$ cat src/rtl/logic_sched.sv
// logic_sched: two-requester scheduler for the shared 32-bit logic unit.
// Arbitrates two valid/ready request channels, captures the winner's
// operands, evaluates the logic function in a registered stage and returns
// the result with the requester ID over one valid/ready response channel.
// Optional feature: define LOGIC_SCHED_RR_EN for round-robin arbitration;
// when undefined, requester 0 has fixed priority.
module logic_sched #(
  parameter int unsigned WIDTH = 32
) (
  input  logic             clk,
  input  logic             rst,
  // Requester 0
  input  logic             req0_valid,
  output logic             req0_ready,
  input  logic [WIDTH-1:0] req0_a,
  input  logic [WIDTH-1:0] req0_b,
  input  logic [2:0]       req0_funct,
  // Requester 1
  input  logic             req1_valid,
  output logic             req1_ready,
  input  logic [WIDTH-1:0] req1_a,
  input  logic [WIDTH-1:0] req1_b,
  input  logic [2:0]       req1_funct,
  // Response
  output logic             resp_valid,
  input  logic             resp_ready,
  output logic [WIDTH-1:0] resp_data,
  output logic             resp_id,
  output logic             resp_zero,
  output logic             busy
);

  typedef enum logic [1:0] {
    StIdle = 2'd0,
    StExec = 2'd1,
    StDone = 2'd2
  } state_e;

  state_e           state_q, state_d;

  // Captured operation
  logic [WIDTH-1:0] a_q, b_q;
  logic [2:0]       funct_q;
  logic             id_q;
  logic             last_id_q;

  // Response registers
  logic             resp_valid_q;
  logic [WIDTH-1:0] resp_data_q;
  logic             resp_id_q;
  logic             resp_zero_q;

  // Arbitration results
  logic             grant_valid;
  logic             grant_id;
  logic             accept;

  // Selected request fields of the granted requester
  logic [WIDTH-1:0] sel_a, sel_b;
  logic [2:0]       sel_funct;

  logic [WIDTH-1:0] result;

  // Logic function: funct[1:0] selects the operation, funct[2] modifies it.
  function automatic logic [WIDTH-1:0] logic_eval(input logic [WIDTH-1:0] a,
                                                  input logic [WIDTH-1:0] b,
                                                  input logic [2:0]       funct);
    logic [WIDTH-1:0] r;
    unique case (funct[1:0])
      2'b00:   r = funct[2] ? ~(a | b) : (a | b);
      2'b01:   r = funct[2] ? ~(a & b) : (a & b);
      2'b10:   r = funct[2] ? ~(a ^ b) : (a ^ b);
      default: r = funct[2] ? ~b : ~a;
    endcase
    return r;
  endfunction

  // Grant selection among the currently valid requesters.
  always_comb begin
    grant_valid = 1'b0;
    grant_id    = 1'b0;
    if (req0_valid && req1_valid) begin
      grant_valid = 1'b1;
`ifdef LOGIC_SCHED_RR_EN
      // Alternate away from the last served requester.
      grant_id    = ~last_id_q;
`else
      grant_id    = 1'b0;
`endif
    end else if (req0_valid) begin
      grant_valid = 1'b1;
      grant_id    = 1'b0;
    end else if (req1_valid) begin
      grant_valid = 1'b1;
      grant_id    = 1'b1;
    end
  end

  // Readies only in IDLE and never while reset is asserted; at most one high.
  always_comb begin
    req0_ready = 1'b0;
    req1_ready = 1'b0;
    if ((state_q == StIdle) && !rst && grant_valid) begin
      req0_ready = ~grant_id;
      req1_ready = grant_id;
    end
  end

  assign accept = (req0_valid && req0_ready) || (req1_valid && req1_ready);

  // Operand mux for the accepted requester.
  always_comb begin
    sel_a     = req0_a;
    sel_b     = req0_b;
    sel_funct = req0_funct;
    if (grant_id) begin
      sel_a     = req1_a;
      sel_b     = req1_b;
      sel_funct = req1_funct;
    end
  end

  assign result = logic_eval(a_q, b_q, funct_q);

  // State register.
  always_ff @(posedge clk) begin
    if (rst) begin
      state_q <= StIdle;
    end else begin
      state_q <= state_d;
    end
  end

  // Next-state logic.
  always_comb begin
    state_d = state_q;
    unique case (state_q)
      StIdle: if (accept) state_d = StExec;
      StExec: state_d = StDone;
      StDone: if (resp_valid_q && resp_ready) state_d = StIdle;
      default: state_d = StIdle;
    endcase
  end

  // Capture operands and requester ID on acceptance.
  always_ff @(posedge clk) begin
    if (rst) begin
      a_q       <= '0;
      b_q       <= '0;
      funct_q   <= 3'b000;
      id_q      <= 1'b0;
      last_id_q <= 1'b1;
    end else if (accept) begin
      a_q       <= sel_a;
      b_q       <= sel_b;
      funct_q   <= sel_funct;
      id_q      <= grant_id;
      last_id_q <= grant_id;
    end
  end

  // Response registers: loaded in EXEC, held through DONE and afterwards.
  always_ff @(posedge clk) begin
    if (rst) begin
      resp_valid_q <= 1'b0;
      resp_data_q  <= '0;
      resp_id_q    <= 1'b0;
      resp_zero_q  <= 1'b0;
    end else if (state_q == StExec) begin
      resp_valid_q <= 1'b1;
      resp_data_q  <= result;
      resp_id_q    <= id_q;
      resp_zero_q  <= (result == '0);
    end else if ((state_q == StDone) && resp_valid_q && resp_ready) begin
      resp_valid_q <= 1'b0;
    end
  end

  assign resp_valid = resp_valid_q;
  assign resp_data  = resp_data_q;
  assign resp_id    = resp_id_q;
  assign resp_zero  = resp_zero_q;
  assign busy       = (state_q != StIdle);

endmodule

$ cat config.mk
export PLATFORM = sky130hd
export DESIGN_NAME = logic_sched
export DESIGN_NICKNAME = d
export VERILOG_FILES = /design/src/rtl/logic_sched.sv
export SDC_FILE = /design/constraint.sdc
export NUM_CORES = 1
export LEC_CHECK = 0
export BUFFER_PORTS_ARGS = -buffer_cell sky130_fd_sc_hd__buf_4
export CELL_PAD_IN_SITES_DETAIL_PLACEMENT = 1
export CELL_PAD_IN_SITES_GLOBAL_PLACEMENT = 1
export CORE_MARGIN = 2
export CORE_UTILIZATION = 35
export DETAILED_ROUTE_END_ITERATION = 6
export PLACE_DENSITY = 0.68
export SETUP_SLACK_MARGIN = 0.02
export SLEW_MARGIN = 20
export SYNTH_ARGS = -nofsm -noshare
export SYNTH_HDL_FRONTEND = slang
export SYNTH_SLANG_ARGS = --single-unit
$ cat constraint.sdc
create_clock -name clk -period 2.8 [get_ports clk]
set_input_delay 0.42 -clock clk [delete_from_list [all_inputs] [get_ports clk]]
set_output_delay 0.42 -clock clk [all_outputs]
set_load 0.1 [all_outputs]
After elaboration in Yosys (flattened, before gate mapping)
Index checks and enable logic that the tools add are counted.
{ "totals": {"reg_bits": 105, "input_bits": 139, "out_inout_bits": 38, "word_cells": 60} }
{ "op_classes": {"eq_ne": 6, "n_mux": 20, "bitwise": 9, "reduce_logical": 16} }
{ "op_table": {"columns": ["op", "count"], "rows": [
  ["32-bit 2-to-1 mux", 6],
  ["32-bit inverter", 5],
  ["32-bit one-hot mux with 3 select lines", 1],
  ["32-bit bitwise AND", 1],
  ["32-bit logical NOT", 1],
  ["32-bit OR", 1],
  ["32-bit bitwise XOR", 1],
  ["1-bit 2-to-1 mux", 9],
  ["1-bit logical AND", 8],
  ["2-bit one-hot mux with 3 select lines", 1],
  ["2-bit by 1-bit == test with 1-bit output, second input constant", 2],
  ["2-bit == test, second input constant", 2],
  ["2-bit logical NOT", 2],
  ["2-bit 2-to-1 mux", 2],
  ["2-bit != test, second input constant", 2],
  ["2-bit nonzero test", 2],
  ["3-bit 2-to-1 mux", 1],
  ["2-bit AND reduction", 1],
  ["1-bit logical NOT", 1],
  ["1-bit logical OR", 1],
  ["1-bit inverter", 1]
]} }

Depth between registers and ports, before layout
Gate-level depths: netlist of the first run.
{ "depth": {"word_depth": 9, "mapped_depth": 11, "mapped_depth_nobuf": 9} }

Least setup slack after synthesis of the first run
Ideal clock, no wire load.
{ "synth_timing": {"kind": "reg-to-output", "start": "register state_q[1]", "end": "output port req0_ready", "t_arrival_ps": 3698, "required_time_ps": 2380, "path_slack_ps": -1318, "stages_incl_launch_ff": 5, "n_path_buf": 1, "path_cell_list": "dfxtp_1 -> or2_2 -> clkbuf_1 -> or2_2 -> nor3_1"} }
{ "synth_via": {"elab_chain_cells": 4} }
{ "synth_rtl": {"columns": ["element", "line", "text"], "rows": [
  ["start, declared", "39", "state_e state_q, state_d;"],
  ["start signal, assigned", "128", "state_q <= StIdle;"],
  ["start signal, assigned", "130", "state_q <= state_d;"],
  ["2-bit logical NOT", "103", "if ((state_q == StIdle) && !rst && grant_valid) begin"],
  ["1-bit logical AND (2 in a row)", "103", null],
  ["1-bit 2-to-1 mux", "103", null],
  ["end, declared", "14", "output logic req0_ready,"]
]} }
No other way between the ends.

Final worst setup path of the first run
{ "layout_timing": {"start": "register funct_q[1]", "end": "register resp_zero_q (netlist: resp_zero)"} }
{ "layout_via": {"elab_chain_cells": 3, "elab_cells_between_ends": 5, "cone_classes": "2 x eq/ne; 1 x mux; 2 x reduce/logical"} }
{ "layout_rtl": {"columns": ["element", "line", "text"], "rows": [
  ["start, declared", "43", "logic [2:0] funct_q;"],
  ["start signal, assigned", "156", "funct_q <= sel_funct;"],
  ["2-bit == test (tied with other cells)", "69", "unique case (funct[1:0])"],
  ["32-bit one-hot mux with 3 select lines (*)", "69", null],
  ["32-bit logical NOT (*)", "173", "resp_zero_q <= (result == '0);"],
  ["end signal, assigned", "173", null],
  ["end, declared", "51", "logic resp_zero_q;"]
]} }
Mark *: on every way between the ends. The rest lies on a longest branch, timed or not.
A chain may end at the register's enable or synchronous reset.

==> results.rst, run 1 <==
.. list-table::
   :header-rows: 1

   * - Metric
     - Value
   * - Seq/Total Area, Yosys
     - a little over a quarter
   * - Number of instances on the worst hold path
     - 4
   * - Synthesized net count
     - ~1200
   * - Worst vdd rail ir drop
     - 0.000242 V
   * - Number of DRC violations after detailed routing
     - 0
   * - Final max-slew violation count
     - 0
   * - Number of antenna violations at the first check in global routing
     - 0
   * - Post-CTS Setup Repair Bufs
     - 0
   * - Number of antenna-violating nets in the routed design
     - 0
   * - Outcome
     - completed
   * - Site Rows
     - 54
   * - Crit path kind
     - reg -> reg
   * - Setup skew after layout
     - about 10 ps
   * - Final WL
     - between 20000 and 30000 um
   * - Yosys cell types
     - 65
   * - Root buffer selected by CTS
     - sky130_fd_sc_hd__clkbuf_16
   * - Commonest cells in the netlist
     - sky130_fd_sc_hd__nor2_1 (107), sky130_fd_sc_hd__dfxtp_1 (105), sky130_fd_sc_hd__mux2i_1 (84)
   * - Top-level port count
     - approximately 180
   * - Synthesized instance count
     - 1007
   * - Sum of net half-perimeters after detailed placement
     - 19700 um
   * - Area occupied by multi-input gates
     - ~5100 um2
   * - Number of input and output port buffers inserted
     - 176
   * - Hold-fix buffers, CTS
     - 0
   * - Register-to-Register Path Depth
     - 8
   * - Final-report setup violation count
     - 0
   * - TritonCTS Buffers
     - 9
   * - Worst hold slack
     - around 360 ps
   * - Path class of the lowest-slack min-delay path
     - in -> reg
   * - Detailed-router iteration count before antenna repair
     - 5
   * - Placer's final routability congestion estimate
     - just over 0.8
   * - Cts repair resizes
     - 0
   * - Fin Setup TNS
     - 0 ps
   * - Via count of the first global-routing pass
     - ~7500
   * - Type of element launching the critical path
     - register
   * - Final period util
     - a little under nine tenths
   * - Growth of design area from synthesis to finish
     - 24.3%
   * - Post-detailed-route via-to-cell ratio
     - 5.35
   * - Post-synth ARST share
     - 0%
   * - Layout fillers
     - 2704
   * - Total number of vias
     - ~7600
   * - Setup crit end kind
     - register
   * - Required @ worst endpoint
     - ~3100 ps
   * - Core box area
     - about 22000 um2
   * - Overall routing resource usage
     - between 20% and 30%
   * - Number of buffers on the longest clock path
     - 2
   * - Area fraction in compound gates after synthesis
     - 22.6%
   * - Pin count of the biggest net entering global routing
     - 86
   * - Post-synthesis average cell area
     - between 7 and 8 um2
   * - Share of final-layout standard cells stronger than drive strength 1
     - a little over a fifth
   * - Register bit total from synthesis
     - around 110
   * - Highest Clock Rate
     - between 0.4 and 0.5 GHz
   * - Worst relative slew slack
     - 55.6%
   * - WL per Instance
     - ~18 um
   * - Total Die Area
     - between 20000 and 25000 um2
   * - Clk sinks
     - approximately 110
   * - Mux cell area share after synthesis
     - a little over a tenth
   * - Final Critical Period
     - around 2400 ps
   * - Starting density of the core
     - between 30% and 40%
   * - Die Wd
     - about 150 um
   * - Setup repair after global routing missed its margin
     - no
   * - Commonest register cell after synthesis
     - sky130_fd_sc_hd__dfxtp_1
   * - Area of all sequential standard cells
     - around 2100 um2
   * - Clock insertion delay at the later pin of the skew report
     - ~360 ps
   * - Leakage Power
     - a little over 0.004 uW
   * - Simple-gate portion of the synthesized area
     - a little under a fifth
   * - Number of warnings reported in the yosys synthesis log
     - 0
   * - Initial DRC count
     - roughly 490
   * - Cell type contributing the most total cell area after synthesis
     - sky130_fd_sc_hd__dfxtp_1
   * - Post-synth EDFFs
     - 0
   * - Max_cap viols
     - 0
   * - Power Dens Cells
     - 599 nW/um2
   * - Actual slew at the worst max-slew pin
     - roughly 660 ps
   * - Xor/xnor cell area share of the yosys netlist
     - between 2 and 2.5%
   * - Top area cells in the synthesized netlist
     - sky130_fd_sc_hd__dfxtp_1 (27%), sky130_fd_sc_hd__mux2i_1 (11%), sky130_fd_sc_hd__ha_1 (10%), sky130_fd_sc_hd__a211oi_1 (7.1%), sky130_fd_sc_hd__nor2_1 (5.1%)
   * - Critical path data arrival time
     - around 2700 ps
   * - Vertical die dimension
     - roughly 150 um
   * - Number of inserted diodes
     - 0
   * - Area share of the largest cell type after synthesis
     - a little over a quarter
   * - Number of nets at the end of the flow
     - about 1300
   * - Wire length of the first global-routing pass
     - just over 40000 um
   * - Clock tree from TritonCTS
     - done
   * - Netlist area before placement
     - 7860 um2
   * - CTS clk-pin slew, worst paths
     - about 80 ps
   * - Most numerous cell in the Yosys netlist
     - sky130_fd_sc_hd__nor2_1
   * - Overflow left after global routing
     - 0
   * - Final hold violation count
     - 0
   * - Largest family of logic cells by synthesized area
     - compound AO/OA/AOI/OAI gates
   * - Maximum fanout count along the critical path
     - 32
   * - Arithmetic-cell share of the synthesized area counting full adders, half adders and majority gates
     - between 10% and 20%
   * - H-tree depth
     - 3
## path summary, 6_finish.rpt
check	startpoint	endpoint	slack (ps)
max	funct_q[1]	resp_zero	400
min	resp_ready	resp_valid	360
max reg2reg	funct_q[1]	resp_zero	400
min reg2reg	resp_data[1]	resp_data[1]	450
## per-layer routing
| metal | wire length, um | GRT usage, % | share of wire, % | vias to the layer above |
|---|---|---|---|---|
| li1 | - | - | - | 3832 |
| met1 | 13400 | 33.4 | 53 | 3577 |
| met2 | 10400 | 31.6 | 41 | 194 |
| met3 | 1260 | 2.99 | 5.0 | 18 |
| met4 | 313 | 4.85 | 1.2 | 0 |
| met5 | 0 | 0 | 0 | - |
## report_power, final
group          internal [uW]  leakage (uW)  switching (uW)
sequential              1690      0.000869             242
clock                    624      0.000140             642
combinational            998       0.00314            1670
total                   3310       0.00415            2550
## metrics by stage
| stage | util [%] | total power (uW) | cell area (um2) | setup slack [ps] | instances |
|---|---|---|---|---|---|
| finish | 44.5 | 5860 | 9780 | 402 | 1425 |
| global route | 44.5 | 6270 | 9780 | 187 | 1425 |
| CTS | 44.5 | 5900 | 9780 | 377 | 1425 |
| detailed placement | 43.2 | 4620 | 9490 | 387 | 1409 |
| global placement | 43.2 | 4570 | 9490 | 444 | 1409 |
| floorplan | - | 3810 | 7880 | 126 | 1007 |
## logic make-up after synthesis
| family | Yosys count |
|---|---|
| adder cells (fa/ha/maj) | 64 |
| multiplexers | 84 |
| AND/OR/NAND/NOR | 312 |
| buffers and inverters | 157 |
| flip-flops | 105 |
| XOR/XNOR | 20 |
| AO/OA/AOI/OAI | 265 |
## cell usage in the layout, fill, tap and decap left out, drive strengths merged, types with 11 or more instances in the layout
cell    instances
nand2          73
xnor2          19
mux2i          84
nand2b         25
nand3          16
dfxtp         105
a21oi          55
nor3           17
nor2          107
ha             64
a211oi         74
o211ai         21
buf           208
nor2b          23
inv            75
o21ai          52
and3           11
## sequential cells by signal (all words and copies together) (netlist names)
register    flops
resp_valid      1
resp_id         1
funct_q         3
resp_data      32
resp_zero       1
a_q            32
id_q            1
b_q            32
state_q         2
## worst max-delay path, cell delays in order, from the launching register on
cell and delay, ps:
sky130_fd_sc_hd__dfxtp_2 490, sky130_fd_sc_hd__buf_4 380, sky130_fd_sc_hd__nand2b_1 150, sky130_fd_sc_hd__a22oi_1 100, sky130_fd_sc_hd__o311a_1 360, sky130_fd_sc_hd__a311oi_1 280
sky130_fd_sc_hd__nand4_1 160, sky130_fd_sc_hd__nor4b_2 280, sky130_fd_sc_hd__a31o_1 130
## final cells by class
cell class	instances	area share, %
multi-input combinational	745	52.5
sequential	105	21.5
timing repair buffer	208	16.7
tap	280	3.58
clock buffer	9	2.30
clock inverter	7	0.627
inverter	71	2.73
Power figures use the tool's default switching activity.
==> run 2, diff against run 1 <==
--- a/config.mk
+++ b/config.mk
@@ -11,7 +11,8 @@
 export CORE_MARGIN = 2
 export CORE_UTILIZATION = 35
 export DETAILED_ROUTE_END_ITERATION = 6
-export PLACE_DENSITY = 0.68
+export PLACE_DENSITY_LB_ADDON = 0.05
+export REMOVE_ABC_BUFFERS = 1
 export SETUP_SLACK_MARGIN = 0.02
 export SLEW_MARGIN = 20
 export SYNTH_ARGS = -nofsm -noshare
==> run 2 against run 1 <==
Compared with the run above:
- highest routed layer unchanged
- critical path depth decreased by 1
- non-clock buffer count decreased by 10
- clock skew decreased by 3.9 ps
- power increased by 0.32%
- largest power group unchanged
- design area decreased by 0.27%
- cell count decreased by 0.70%
- register-to-register slack about the same
- routed wire length decreased by 8.4%
- largest cell class unchanged
==> results.rst, run 2 (same netlist as run 1, synthesis figures left out) <==
.. list-table::
   :header-rows: 1

   * - Metric
     - Value
   * - Growth of design area from synthesis to finish
     - 24.0%
   * - Placer's final routability congestion estimate
     - 0.774 (-6.9%)
   * - Layout Cell Area excl Fill
     - 9750 um2 (-0.27%)
   * - Power Dens Cells
     - 603 nW/um2 (+0.59%)
   * - Critical path buffer and inverter count
     - 1 (unchanged)
   * - Final Critical Period
     - 2410 ps (+12.6 ps)
   * - CTS clk-pin slew, worst paths
     - 70 ps (about the same)
   * - Placed instance count
     - 1399 (-0.71%)
   * - Total number of vias
     - 7515 (-1.4%)
   * - Site Rows
     - 54 (unchanged)
   * - Placement Cell Area
     - 9430 um2 (-0.63%)
   * - Final hold violation count
     - 0 (unchanged)
   * - Layout fillers
     - 2655 (-1.8%)
   * - Post-CTS Setup Repair Bufs
     - 0 (unchanged)
   * - Core box area
     - 22000 um2 (unchanged)
   * - Critical path data arrival time
     - 2720 ps (+20 ps)
   * - Path class of the lowest-slack min-delay path
     - in -> reg
   * - Final total power
     - 5880 uW (+0.32%)
   * - Overflow left after global routing
     - 0 (unchanged)
   * - Type of element launching the critical path
     - register
   * - Non-filler cells in the finished layout
     - 1415 (-0.70%)
   * - Most common cell after layout, fill and taps aside
     - sky130_fd_sc_hd__buf_4
   * - Detailed-router iteration count before antenna repair
     - 4 (-1)
   * - Clock insertion delay at the later pin of the skew report
     - 360 ps (about the same)
   * - Required @ worst endpoint
     - 3100 ps (about the same)
   * - Highest-count cells in the layout ignoring fill and taps
     - sky130_fd_sc_hd__buf_4 (191), sky130_fd_sc_hd__nor2_1 (106), sky130_fd_sc_hd__dfxtp_1 (102)
   * - Maximum fanout count along the critical path
     - 15 (-53%)
   * - Final max-slew violation count
     - 0 (unchanged)
   * - TritonCTS Buffers
     - 9 (unchanged)
   * - Worst relative slew slack
     - 55.1% (-0.55 points)
   * - Final period util
     - 86.1% (+0.45 points)
   * - Crit path kind
     - reg -> reg
   * - Outcome
     - completed
   * - Setup repair after global routing missed its margin
     - no
   * - Worst vdd rail ir drop
     - 0.000239 V (-1.2%)
   * - Fin Setup TNS
     - 0 ps (unchanged)
   * - Via count of the first global-routing pass
     - 7600 (+1.8%)
   * - Die Wd
     - 154 um (unchanged)
   * - Total Die Area
     - 23700 um2 (unchanged)
   * - Cell with the largest stage delay on the worst path
     - sky130_fd_sc_hd__a2111oi_0
   * - CP max stage delay
     - 530 ps (+40 ps)
   * - Clock tree from TritonCTS
     - done
   * - Final WL
     - 23300 um (-8.4%)
   * - Vertical die dimension
     - 154 um (unchanged)
   * - Number of DRC violations after detailed routing
     - 0 (unchanged)
   * - Number of inserted diodes
     - 0 (unchanged)
   * - Clk sinks
     - 105 (unchanged)
   * - Setup crit end kind
     - register
   * - Top-level port count
     - 177 (unchanged)
   * - Hold-fix buffers, CTS
     - 0 (unchanged)
   * - Number of antenna violations at the first check in global routing
     - 0 (unchanged)
   * - Number of nets at the end of the flow
     - 1333 (-0.74%)
   * - Pin count of the biggest net entering global routing
     - 136 (+58%)
   * - Initial DRC count
     - 262 (-47%)
   * - Actual slew at the worst max-slew pin
     - 657 ps (-0.342 ps)
   * - Share of final-layout standard cells stronger than drive strength 1
     - 20.3% (-0.87 points)
   * - Cts repair resizes
     - 0 (unchanged)
   * - Worst hold slack
     - 362 ps (+4.00 ps)
   * - Overall routing resource usage
     - 19.9% (-1.8 points)
   * - H-tree depth
     - 3 (unchanged)
   * - Sum of net half-perimeters after detailed placement
     - 16700 um (-15%)
   * - Wire length of the first global-routing pass
     - 38600 um (-5.4%)
   * - Root buffer selected by CTS
     - sky130_fd_sc_hd__clkbuf_16
   * - Number of buffers on the longest clock path
     - 2 (unchanged)
   * - Starting density of the core
     - 35.8% (unchanged)
   * - Setup skew after layout
     - 6.35 ps (-3.92 ps)
   * - WL per Instance
     - 16.4 um (-7.8%)
   * - Final-report setup violation count
     - 0 (unchanged)
   * - Leakage Power
     - 0.00410 uW (-1.1%)
   * - Number of antenna-violating nets in the routed design
     - 0 (unchanged)
   * - Post-detailed-route via-to-cell ratio
     - 5.31 (-0.69%)
   * - Cell chain of the critical path
     - inv_1, nand4_1, o22a_1, a2111oi_0, a41oi_1, nor4b_2, a31o_1
   * - Number of input and output port buffers inserted
     - 176 (unchanged)
   * - Max_cap viols
     - 0 (unchanged)
   * - Highest Clock Rate
     - 0.415 GHz (-0.52%)
   * - Worst path top cell family by delay
     - compound AO/OA/AOI/OAI gates
==> run 2: changes by cell type in the layout (fill, tap and decap cells not counted), sizes merged <==
cell | before | now
clkbuf | 9 | 10
clkinv | 2 | 0
buf | 208 | 198
clkinvlp | 1 | 3
bufinv | 0 | 2
inv | 75 | 72
==> run 2: layout make-up <==
| type | count | area [um2] | share of cell area (%) |
|---|---|---|---|
| sequential | 105 | 2110 | 21.7 |
| timing repair buffer | 198 | 1570 | 16.1 |
| clock inverter | 6 | 91.3 | 0.937 |
| clock buffer | 10 | 229 | 2.35 |
| inverter | 71 | 267 | 2.73 |
| tap | 280 | 350 | 3.59 |
| multi-input combinational | 745 | 5120 | 52.6 |
==> run 2: worst paths after layout <==
path | startpoint | to | slack (ps) | depth (start not counted)
hold / removal | resp_ready | state_q[1] | 360 | 4
setup reg to reg | funct_q[2] | resp_zero | 390 | 7
hold reg to reg | resp_data[6] | resp_data[6] | 450 | 2
setup / recovery | funct_q[2] | resp_zero | 390 | 7
==> run 2: through the flow <==
stage / util, % / worst slack, ps
after floorplan: - / -5000
after global placement: 42.9 / 514
after detailed placement: 42.9 / 450
after CTS: 44.4 / 411
after global routing: 44.4 / 253
final: 44.4 / 389
==> run 2: worst min-delay path, delay by kind of cell <==
family                 cells  cell delay, ps
buffers and inverters      1              80
and+or+nand+nor            2             110
AOI/OAI and AO/OA          1              60
==> run 2: routing by layer <==
metal  track usage [%]  routed length (um)  vias to the layer above
met1              26.4               11100                     3552
met3              2.96                 718                       14
met5                 0                   0                        -
met4              4.32                 286                        0
met2              34.2               11200                      132
li1                  -                   -                     3817
==> run 2: power by group <==
group          switching (uW)  internal [uW]  total, uW
sequential                207           1690       1890
clock                     614            788       1400
combinational            1610            970       2580
==> run 3, diff against run 2 <==
--- a/config.mk
+++ b/config.mk
@@ -12,7 +12,6 @@
 export CORE_UTILIZATION = 35
 export DETAILED_ROUTE_END_ITERATION = 6
 export PLACE_DENSITY_LB_ADDON = 0.05
-export REMOVE_ABC_BUFFERS = 1
 export SETUP_SLACK_MARGIN = 0.02
 export SLEW_MARGIN = 20
 export SYNTH_ARGS = -nofsm -noshare
==> run 3 against run 2 <==
Compared with the run above:
- setup slack better by 29 ps
- flip-flop and latch count is the same
- critical endpoint unchanged
- power barely moved
- global-route usage grew 1.8 points
- clock power decreased by 6%
- sequential share of layout area down 0.12 points
- combinational power grew 2%
==> results.rst, run 3 (same netlist as run 1, synthesis figures left out) <==
.. list-table::
   :header-rows: 1

   * - Metric
     - Value
   * - Most common cell after layout, fill and taps aside
     - sky130_fd_sc_hd__buf_4
   * - Starting density of the core
     - 35.8% (unchanged)
   * - Sequential cell fraction of total power
     - 32.8% (+0.6 points)
   * - Number of input and output port buffers inserted
     - 176 (unchanged)
   * - Total Die Area
     - 23700 um2 (unchanged)
   * - Cell with the largest stage delay on the worst path
     - sky130_fd_sc_hd__dfxtp_2
   * - Top-level port count
     - 177 (unchanged)
   * - Vertical die dimension
     - 154 um (unchanged)
   * - Placer's final routability congestion estimate
     - 0.868 (+12%)
   * - Number of buffers on the longest clock path
     - 2 (unchanged)
   * - Clock insertion delay at the later pin of the skew report
     - 360 ps (about the same)
   * - Post-detailed-route via-to-cell ratio
     - 5.26 (-0.99%)
   * - Fin Setup TNS
     - 0 ps (unchanged)
   * - Worst relative slew slack
     - 59.1% (+4.0 points)
   * - Launching point of the worst reg2reg path
     - funct_q[0]
   * - WL per Instance
     - 17.7 um (+7.9%)
   * - Placed instance count
     - 1405 (+0.43%)
   * - Critical path data arrival time
     - 2690 ps (-30 ps)
   * - Highest Clock Rate
     - 0.420 GHz (+1.2%)
   * - Highest-count cells in the layout ignoring fill and taps
     - sky130_fd_sc_hd__buf_4 (197), sky130_fd_sc_hd__nor2_1 (106), sky130_fd_sc_hd__dfxtp_1 (102)
   * - Final hold violation count
     - 0 (unchanged)
   * - Number of nets at the end of the flow
     - 1339 (+0.45%)
   * - Slack of the worst reg-to-reg path
     - 420 ps (+30 ps)
   * - Actual slew at the worst max-slew pin
     - 596 ps (-60.8 ps)
   * - CTS clk-pin slew, worst paths
     - 70 ps (about the same)
   * - Required @ worst endpoint
     - 3100 ps (about the same)
   * - Layout Cell Area excl Fill
     - 9770 um2 (+0.18%)
   * - Outcome
     - completed
   * - Overall routing resource usage
     - 21.7% (+1.8 points)
   * - Path class of the lowest-slack min-delay path
     - in -> reg
   * - Site Rows
     - 54 (unchanged)
   * - Clock network fraction of total power
     - 22.4% (-1.5 points)
   * - Wire length of the first global-routing pass
     - 40700 um (+5.4%)
   * - Root buffer selected by CTS
     - sky130_fd_sc_hd__clkbuf_16
   * - Worst vdd rail ir drop
     - 0.000241 V (+0.80%)
   * - Number of antenna-violating nets in the routed design
     - 0 (unchanged)
   * - Register-to-Register Path Depth
     - 8 (+1)
   * - Core box area
     - 22000 um2 (unchanged)
   * - Via count of the first global-routing pass
     - 7362 (-3.1%)
   * - Final-report setup violation count
     - 0 (unchanged)
   * - Post-layout utilization of the core
     - 44.5% (+0.080 points)
   * - Clock tree from TritonCTS
     - done
   * - H-tree depth
     - 3 (unchanged)
   * - Worst hold slack
     - 360 ps (-1.64 ps)
   * - Number of DRC violations after detailed routing
     - 0 (unchanged)
   * - Non-filler cells in the finished layout
     - 1421 (+0.42%)
   * - Growth of design area from synthesis to finish
     - 24.2%
   * - Setup crit end kind
     - register
   * - Maximum fanout count along the critical path
     - 46 (+31)
   * - TritonCTS Buffers
     - 9 (unchanged)
   * - Max_cap viols
     - 0 (unchanged)
   * - Hold-fix buffers, CTS
     - 0 (unchanged)
   * - Die Wd
     - 154 um (unchanged)
   * - Clk sinks
     - 105 (unchanged)
   * - Total internal power
     - 3370 uW (-2.2%)
   * - Cts repair resizes
     - 0 (unchanged)
   * - Leakage Power
     - 0.00413 uW (+0.75%)
   * - Endpoint of the most critical register-to-register path
     - resp_zero
   * - Placement Cell Area
     - 9470 um2 (+0.45%)
   * - Number of instances on the worst hold path
     - 4 (unchanged)
   * - Cell chain of the critical path
     - buf_12, nand2_1, and3_1, or4_1, nor4_2, o2111ai_1, nor4b_2, a31o_1
   * - Total number of vias
     - 7472 (-0.57%)
   * - Setup repair after global routing missed its margin
     - no
   * - Hold path start
     - resp_ready
   * - Sum of net half-perimeters after detailed placement
     - 19300 um (+16%)
   * - Part of the total power dissipated in combinational logic
     - 44.9% (+1.0 points)
   * - Endpoint of the worst hold-timing path
     - resp_valid
   * - Final period util
     - 85.1% (-1.0 points)
   * - Switching power as a share of total power
     - 42.6% (+1.3 points)
   * - Type of element launching the critical path
     - register
   * - Setup skew after layout
     - 11.0 ps (+4.68 ps)
   * - CP max stage delay
     - 580 ps (+50 ps)
   * - Pin count of the biggest net entering global routing
     - 105 (-23%)
   * - Net load switching power
     - 2510 uW (+3.0%)
   * - Overflow left after global routing
     - 0 (unchanged)
   * - Number of inserted diodes
     - 0 (unchanged)
   * - Number of antenna violations at the first check in global routing
     - 0 (unchanged)
   * - Initial DRC count
     - 309 (+18%)
   * - Share of final-layout standard cells stronger than drive strength 1
     - 20.9% (+0.59 points)
   * - Final Critical Period
     - 2380 ps (-29.1 ps)
   * - Layout fillers
     - 2710 (+2.1%)
   * - Detailed-router iteration count before antenna repair
     - 5 (+1)
   * - Post-CTS Setup Repair Bufs
     - 0 (unchanged)
   * - Final max-slew violation count
     - 0 (unchanged)
   * - Crit path kind
     - reg -> reg
   * - Power Dens Cells
     - 601 nW/um2 (-0.25%)
   * - Final WL
     - 25200 um (+8.3%)
run 3: changes by cell type in the layout (fill, tap and decap cells not counted), moves of 2 or more:
cell / change
sky130_fd_sc_hd__buf_4: +6
sky130_fd_sc_hd__dfxtp_2: +3
sky130_fd_sc_hd__clkinv_2: +3
sky130_fd_sc_hd__dfxtp_4: -3
sky130_fd_sc_hd__clkinvlp_4: -2
run 3: routing by layer:
| metal | GRT usage (%) | wire, um | vias up |
|---|---|---|---|
| met5 | 0 | 0 | - |
| met4 | 5.52 | 355 | 0 |
| met3 | 3.44 | 1230 | 21 |
| met2 | 30.8 | 10200 | 183 |
| met1 | 33.6 | 13400 | 3442 |
| li1 | - | - | 3826 |
run 3: stage by stage:
stage / setup WS (ps) / total power (uW)
floorplan: 126 / 3810
global placement: 468 / 4560
detailed placement: 436 / 4610
CTS: 415 / 5930
global route: 218 / 6290
finish: 418 / 5870
run 3: worst max-delay path by stage:
stage / end / from
floorplan: req0_ready / state_q[1]
global placement: resp_zero / funct_q[0]
detailed placement: resp_zero / funct_q[0]
CTS: resp_zero / funct_q[0]
global route: resp_zero / funct_q[0]
finish: resp_zero / funct_q[0]
run 3: final cells by class:
cell class	instances	area (um2)	share of cell area, %
well taps	280	350	3.59
multi-input cells	745	5130	52.5
repair buffers	204	1620	16.6
flip-flops and latches	105	2110	21.6
clock buffers	9	225	2.31
inverters	71	267	2.73
clock inverters	7	70.1	0.717
run 3: power groups by stage:
stage	combinational, uW	clock, uW	sequential, uW
global route	2920	1410	1960
detailed placement	2640	0	1960
CTS	2650	1350	1930
floorplan	1540	0	2270
global placement	2610	0	1950
finish	2640	1310	1920
run 3: worst max-delay path, delay by kind of cell (launching register included):
kind | cells | cell delay [ps]
compound gates | 2 | 270
buf+inv | 1 | 270
flops | 1 | 580
simple gates | 5 | 1220
